==> config.mk <==
export PLATFORM = sky130hd
export DESIGN_NAME = imem_loader
export DESIGN_NICKNAME = d
export VERILOG_FILES = /design/src/rtl/imem_loader.sv
export SDC_FILE = /design/constraint.sdc
export NUM_CORES = 1
export LEC_CHECK = 0
export ABC_AREA = 1
export ABC_CLOCK_PERIOD_IN_PS = 1800
export CORE_ASPECT_RATIO = 0.6
export CORE_MARGIN = 2
export CORE_UTILIZATION = 47
export CTS_CLUSTER_SIZE = 28
export DETAILED_ROUTE_END_ITERATION = 8
export GPL_ROUTABILITY_DRIVEN = 0
export PLACE_DENSITY = 0.85
export SLEW_MARGIN = 30
export SYNTH_ARGS = -nofsm -noshare
export SYNTH_HDL_FRONTEND = slang
export SYNTH_SLANG_ARGS = --single-unit
==> constraint.sdc <==
create_clock -name clk -period 1.8 [get_ports clk]
set_input_delay 0.18 -clock clk [delete_from_list [all_inputs] [get_ports clk]]
set_output_delay 0.18 -clock clk [all_outputs]
set_load 0.01 [all_outputs]
==> src/rtl/imem_loader.sv <==
// Byte-stream loader for the instruction memory: packs 4 bytes MSB-first into a
// word, writes LOAD_WORDS words from BASE_ADDR, and stalls the core while loading.
module imem_loader #(
  parameter int unsigned DEPTH      = 32,
  parameter int unsigned ADDR_W     = 5,
  parameter int unsigned BASE_ADDR  = 0,
  parameter int unsigned LOAD_WORDS = 32
) (
  input  logic              clk,
  input  logic              reset,
  input  logic              start,
  input  logic [7:0]        byte_in,
  input  logic              byte_valid,
  output logic              byte_ready,
  output logic              imem_we,
  output logic [ADDR_W-1:0] imem_waddr,
  output logic [31:0]       imem_wdata,
  output logic              busy,
  output logic              done,
  output logic              cpu_stall
);

  localparam int unsigned CntW = $clog2(LOAD_WORDS + 1);

  typedef enum logic [1:0] {StIdle, StRecv, StWrite, StDone} state_e;

  state_e            state_q, state_d;
  logic [1:0]        byte_idx_q, byte_idx_d;
  logic [CntW-1:0]   word_cnt_q, word_cnt_d;
  logic [ADDR_W-1:0] addr_q, addr_d;
  // Only the three newest bytes are kept; the fourth joins them on the way to wdata.
  logic [23:0]       shreg_q, shreg_d;
  logic [31:0]       wdata_q, wdata_d;

  always_ff @(posedge clk or posedge reset) begin
    if (reset) begin
      state_q    <= StIdle;
      byte_idx_q <= '0;
      word_cnt_q <= '0;
      addr_q     <= '0;
      shreg_q    <= '0;
      wdata_q    <= '0;
    end else begin
      state_q    <= state_d;
      byte_idx_q <= byte_idx_d;
      word_cnt_q <= word_cnt_d;
      addr_q     <= addr_d;
      shreg_q    <= shreg_d;
      wdata_q    <= wdata_d;
    end
  end

  always_comb begin
    state_d    = state_q;
    byte_idx_d = byte_idx_q;
    word_cnt_d = word_cnt_q;
    addr_d     = addr_q;
    shreg_d    = shreg_q;
    wdata_d    = wdata_q;
    unique case (state_q)
      StIdle, StDone: begin
        if (start) begin
          state_d    = StRecv;
          byte_idx_d = '0;
          word_cnt_d = '0;
          addr_d     = ADDR_W'(BASE_ADDR % DEPTH);
        end
      end
      StRecv: begin
        if (byte_valid) begin
          shreg_d    = {shreg_q[15:0], byte_in};
          byte_idx_d = byte_idx_q + 2'd1;
          if (byte_idx_q == 2'd3) begin
            wdata_d = {shreg_q, byte_in};
            state_d = StWrite;
          end
        end
      end
      StWrite: begin
        word_cnt_d = word_cnt_q + CntW'(1);
        addr_d     = ADDR_W'((32'(addr_q) + 32'd1) % DEPTH);
        state_d    = (word_cnt_q == CntW'(LOAD_WORDS - 1)) ? StDone : StRecv;
      end
      default: state_d = StIdle;
    endcase
  end

  // Every output is decoded from state or taken straight from a register.
  assign byte_ready = (state_q == StRecv);
  assign imem_we    = (state_q == StWrite);
  assign busy       = (state_q == StRecv) || (state_q == StWrite);
  assign done       = (state_q == StDone);
  assign cpu_stall  = busy;
  assign imem_waddr = addr_q;
  assign imem_wdata = wdata_q;

endmodule

Yosys cells after proc, flatten, opt, wreduce, memory -nomap -nowiden
Cells that the tools add are included.

storage, ports and cells
  output and inout bits = 42
  register bits = 71
  input bits = 12
  word-level logic and storage cells = 39

operators by class
  reduce and logical (&&, ||, !) cells = 10
  equality and inequality tests = 8
  $add $sub $neg = 3
  mux-type cells = 12

operators by type and width
  operator                                                number
  2-to-1 mux 2 bit                                        6
  one-hot mux 6 bit (2 select lines)                      1
  one-hot mux 5 bit (2 select lines)                      1
  AND reduction 3 bit                                     3
  adder 6 x 1 -> 6 bit (second input constant)            1
  == test 2 bit (second input constant)                   3
  == test 6 x 5 -> 1 bit (second input constant)          1
  2-to-1 mux 6 bit                                        1
  one-hot mux 2 bit (3 select lines)                      1
  adder 5 x 1 -> 5 bit (second input constant)            1
  2-to-1 mux 5 bit                                        1
  inequality test 2 bit (second input constant)           2
  one-hot mux 2 bit (2 select lines)                      1
  AND reduction 2 bit                                     2
  nonzero test 2 bit                                      2
  adder 2 x 1 -> 2 bit (second input constant)            1
  == test 2 x 1 -> 1 bit (second input constant)          1
  zero test 2 bit                                         1
  inequality test 2 x 1 -> 1 bit (second input constant)  1
  OR reduction 2 bit                                      1
  logical OR 1 bit                                        1

Logic depth before layout (Yosys ltp)
  depth in word-level cells = 4
  gate-level depth with buffers = 9
  gate-level depth less buffers = 9

Worst setup path before layout
OpenSTA, ideal clock, no wires.

  kind = reg-to-reg
  from = reg state_q[0]
  to = reg word_cnt_q[4]
  arrival time = 1.327 ns
  path slack = 0.358 ns
  library setup time = 0.114 ns
  clock period less this slack = 1.442 ns
  buffers on the path = 1
  required time = 1.686 ns
  stages on the path, launching flop included = 10
  cell sequence = dfrtp_1 inv_1 ha_1 inv_2 nand2_4 nand2_4 buf_6 nand3_1 nand3_1 inv_1

between the ends
  longest elaborated chain between the ends = 4
  elaborated cells between the ends (all ways) = 8
  classes of those cells = 3 x eq/ne; 1 x mux; 4 x reduce/logical

ends and longest elaborated chain
  what                                                                                 RTL line  source
  from (decl)                                                                          27        state_e state_q, state_d;
  from (signal assigned)                                                               37        state_q <= StIdle;
  from (signal assigned)                                                               44        state_q <= state_d;
  == test 2 bit / zero test 2 bit (equally long branches)                              60        unique case (state_q)
  OR reduction 2 bit                                                                   60
  inequality test 2 bit (no source line) / nonzero test 2 bit (equally long branches)  -
  AND reduction 2 bit (no source line)                                                 -
  to (signal assigned)                                                                 46        word_cnt_q <= word_cnt_d;
  to (decl)                                                                            29        logic [CntW-1:0] word_cnt_q, word_cnt_d;

Parallel ways exist; a longest one is shown, timed or not.
A chain may end at the register's enable or synchronous reset.

Worst setup path after layout
  from = reg state_q[0]
  to = out done

between the ends
  longest elaborated chain between the ends = 1

ends and longest elaborated chain
  what           RTL line  source
  == test 2 bit  92        assign done = (state_q == StDone);
  to (decl)      19        output logic done,

No other way between the ends.

==> results summary <==
The width of the die came out at about 110 um. The slowest stage of the critical path belongs to the cell sky130_fd_sc_hd__clkdlybuf4s50_1. The mapped netlist covers a little over 3000 sq um. The TritonCTS clock tree is yes. The number of nets in the final layout is between 400 and 500. The arrival time at the worst endpoint is between 1.5 and 2 ns. After synthesis, the largest area contributor takes up 58.1% of total cell area. The maximum cell stage delay along the critical path came out at 0.48 ns.

Of the total power, the share spent switching nets is 35.0%. The data required time at the worst endpoint came out at 1.62 ns. The critical path is of the flip-flop to primary output type. In this run the number of H-tree levels came out at 3.

The run finished with clean final reports. Detailed placement finished with a half-perimeter wire length of 3960 um. The number of buffers inserted by port buffering is 53. The startpoint identified for the worst register-to-register timing path is state_q[0]$_DFFE_PP0P_. The violation count after the first detailed-route iteration is approximately 170. The final worst slack came out at 0.0769 ns. The number of nets with antenna violations after detailed routing is 0. The post-route DRC violation count is 0. The total routing usage reported by global routing is 18.7%. The final wirelength is 5910 um. The number of inserted filler cells in the final layout is 521. The fmax came out at 580 MHz.

Entering global routing, the biggest net connects 72 pins. STA classifies the critical path endpoint as a primary output. The design internal power came out at 0.00388 W. The power density over the cells is approximately 1600 nW/um^2. From synthesis to final layout, the design area changed by 25.2%. The deepest clock path buffer count came out at 2. The number of register bits inferred by synthesis is between 70 and 80. The actual slew at the worst max-slew pin came out at 0.428 ns.

The post-route clock skew came out at between 0.006 and 0.007 ns. After clock tree synthesis, the clock-pin slew on the worst setup and hold paths is 0.07 ns. The worst hold slack is 0.272 ns. At the later pin of the worst-skew pair, clock insertion delay measures 0.34 ns. The post-detailed-route wirelength per cell came out at roughly 13 um.

The yosys synthesis warning count came out at 0. The number of diodes added for antenna fixing came out at 0. The synthesized area divided by synthesized cell count is 9.32 sq um.

The total net switching power came out at 0.00209 W. The analysis attributes to cell leakage a power of 1.88 nW. The initial antenna violation count came out at 0. The pre-CTS setup slack is 0.142 ns. The number of buffers inserted during clock tree synthesis is 9.

The final route contains 2310 vias. The clock sink count is 71. The path depth of the worst reg2reg path is 7. The combinational fraction of design power is around two fifths. The final cycle utilization of the critical path is 95.7%. The number of violations of the max-capacitance limit came out at 0. The post-synth net total is 347. The number of hold violations in the final report came out at 0. In the post-synthesis netlist, the biggest area contributors are sky130_fd_sc_hd__dfrtp_1 (58%), sky130_fd_sc_hd__nand2_1 (11%), sky130_fd_sc_hd__o21ai_0 (5.4%). The via count of the first global-routing pass came out at 2190. The floorplan core area came out at 6190 sq um.

The cell type with the largest total area after synthesis is sky130_fd_sc_hd__dfrtp_1. The post-synthesis cell count came out at between 300 and 400. The first global-routing pass estimated 10100 um of wire. The max-slew violation count came out at 0. The normalized max-slew margin came out at 71.5%. STA classifies the critical path startpoint as a flip-flop.

The fraction of final layout cells with drive strength greater than 1 is 11.6%. After detailed routing, the number of vias per cell comes to about 5. The maximum vdd ir drop came out at approximately 790 uV. The total overflow left after global routing is 0. The total die area is roughly 7200 sq um. The total iterations of the first detailed-routing run is 4. Row generation in the floorplan step produced 22 rows. Pin placement for this block handled 54 I/O pins. The sequential share of power came out at 42.5%. The share of power burned in the clock network is a little under a fifth.

In this run the clock root is driven by a sky130_fd_sc_hd__clkbuf_8. Of all nets on the critical path, the largest fanout is 4. The final core area utilization came out at 61.8%.

Once the floorplan was initialized, standard cells occupied about half of the core. The total of endpoints with negative setup slack in the final report is 0. The setup check on the worst reg-to-reg path leaves a slack of approximately 0.25 ns. The height of the die is around 66 um.

The destination of the worst register-to-register timing path is imem_wdata[21]$_DFFE_PP0P_. Walking the worst path, the cells encountered are buf_4, ha_1, clkdlybuf4s50_1. The sequential-to-total area share from yosys stat came out at 58.1%.

Setup repair after global routing left no endpoint under its margin. The summed negative setup slack over all endpoints is 0 ns. The tightest min-delay check is of the input port to async pin type. The number of distinct library cells after synthesis came out at 20.

The time the worst path needs with I/O delays and setup came out at 1.72 ns.
==> final cells by class <==
| cell class | count | area [sq um] | area share (%) |
|---|---|---|---|
| timing repair buffer | 60 | 592 | 15.5 |
| tap | 84 | 105 | 2.74 |
| multi-input combinational | 198 | 1010 | 26.3 |
| clock buffer | 12 | 165 | 4.31 |
| inverter | 43 | 165 | 4.31 |
| clock inverter | 3 | 17.5 | 0.457 |
| sequential | 71 | 1780 | 46.4 |
==> synthesized netlist by cell type <==
master / n
sky130_fd_sc_hd__buf_6: 7
sky130_fd_sc_hd__nand3_1: 24
sky130_fd_sc_hd__inv_1: 41
sky130_fd_sc_hd__ha_1: 7
sky130_fd_sc_hd__nand2_4: 2
sky130_fd_sc_hd__nor2_1: 10
sky130_fd_sc_hd__buf_4: 2
sky130_fd_sc_hd__o21ai_1: 6
sky130_fd_sc_hd__o21ai_0: 33
sky130_fd_sc_hd__a21oi_1: 6
sky130_fd_sc_hd__dfrtp_1: 71
sky130_fd_sc_hd__nand4_1: 2
sky130_fd_sc_hd__nand2_1: 90
sky130_fd_sc_hd__nand2_2: 2
sky130_fd_sc_hd__inv_2: 2
sky130_fd_sc_hd__buf_2: 5
sky130_fd_sc_hd__o21ai_2: 14
sky130_fd_sc_hd__clkbuf_1: 2
sky130_fd_sc_hd__a22oi_1: 1
sky130_fd_sc_hd__a21boi_0: 1
==> cell usage in the layout, fill, tap and decap left out, types with 3 or more instances in the layout <==
cell,count
sky130_fd_sc_hd__a21oi_1,6
sky130_fd_sc_hd__dfrtp_1,71
sky130_fd_sc_hd__o21ai_2,14
sky130_fd_sc_hd__o21ai_0,33
sky130_fd_sc_hd__nand3_1,24
sky130_fd_sc_hd__clkbuf_8,12
sky130_fd_sc_hd__nand2_1,90
sky130_fd_sc_hd__dlygate4sd2_1,3
sky130_fd_sc_hd__inv_1,40
sky130_fd_sc_hd__clkdlybuf4s50_1,50
sky130_fd_sc_hd__ha_1,5
sky130_fd_sc_hd__buf_4,6
sky130_fd_sc_hd__o21ai_1,6
sky130_fd_sc_hd__nor2_1,10
==> per-layer routing <==
| metal | GRT usage (%) | vias up | part of all wire [%] |
|---|---|---|---|
| li1 | - | 1148 | - |
| met1 | 25.0 | 1100 | 49 |
| met2 | 28.5 | 57 | 45 |
| met3 | 7.73 | 5 | 5.2 |
| met4 | 4.65 | 0 | 0.71 |
| met5 | 0 | - | 0 |
==> power by group through the flow <==
stage | Clock [W] | Combinational (W) | Sequential [W]
2_1_floorplan | 0 | 0.00119 | 0.00265
3_3_place_gp | 0 | 0.00220 | 0.00255
3_5_place_dp | 0 | 0.00227 | 0.00257
4_1_cts | 0.00118 | 0.00231 | 0.00254
5_1_grt | 0.00126 | 0.00258 | 0.00261
6_report | 0.00115 | 0.00229 | 0.00254
==> stage by stage <==
step	instances	power, W	cell area (sq um)
after detailed placement	455	0.00484	3630
after global routing	471	0.00645	3830
final	471	0.00597	3830
after CTS	471	0.00604	3830
after global placement	455	0.00474	3630
after floorplan	328	0.00384	3060
==> cell families after synthesis <==
logic type	Yosys count	synth area share [%]
adders and majority gates	7	2.86
buffers and inverters	59	9.41
AOI/OAI and AO/OA	61	11.9
DFF	71	58.1
and+or+nand+nor	130	17.8
==> what timing repair did <==
action / CTS / global route
resized for setup: 5 / 0
endpoints found under the setup margin: 4 / 0
buffers inserted: 1 / 0
hold buffers: 0 / 0
==> worst max path at each step <==
stage	from	to	slack, ns
5_1_grt	state_q[0]$_DFFE_PP0P_	done	0.004
2_1_floorplan	state_q[0]$_DFFE_PP0P_	word_cnt_q[4]$_DFFE_PP0P_	0.36
4_1_cts	state_q[0]$_DFFE_PP0P_	done	0.05
3_3_place_gp	state_q[0]$_DFFE_PP0P_	cpu_stall	0.19
6_report	state_q[0]$_DFFE_PP0P_	done	0.08
3_5_place_dp	state_q[0]$_DFFE_PP0P_	cpu_stall	0.14
==> worst max-delay path: cells and delay by family, from the launching register on <==
kind / cells / cell delay, ns
adders and majority gates: 1 / 0.20
DFF: 1 / 0.38
buffers and inverters: 2 / 0.63
==> sequential cells by signal (all words and copies together) (netlist names) <==
register and count:
state_q 2, imem_wdata 32, imem_waddr 5, word_cnt_q 6
byte_idx_q 2, shreg_q 24
Note: power is estimated with default switching activity, not from simulation.
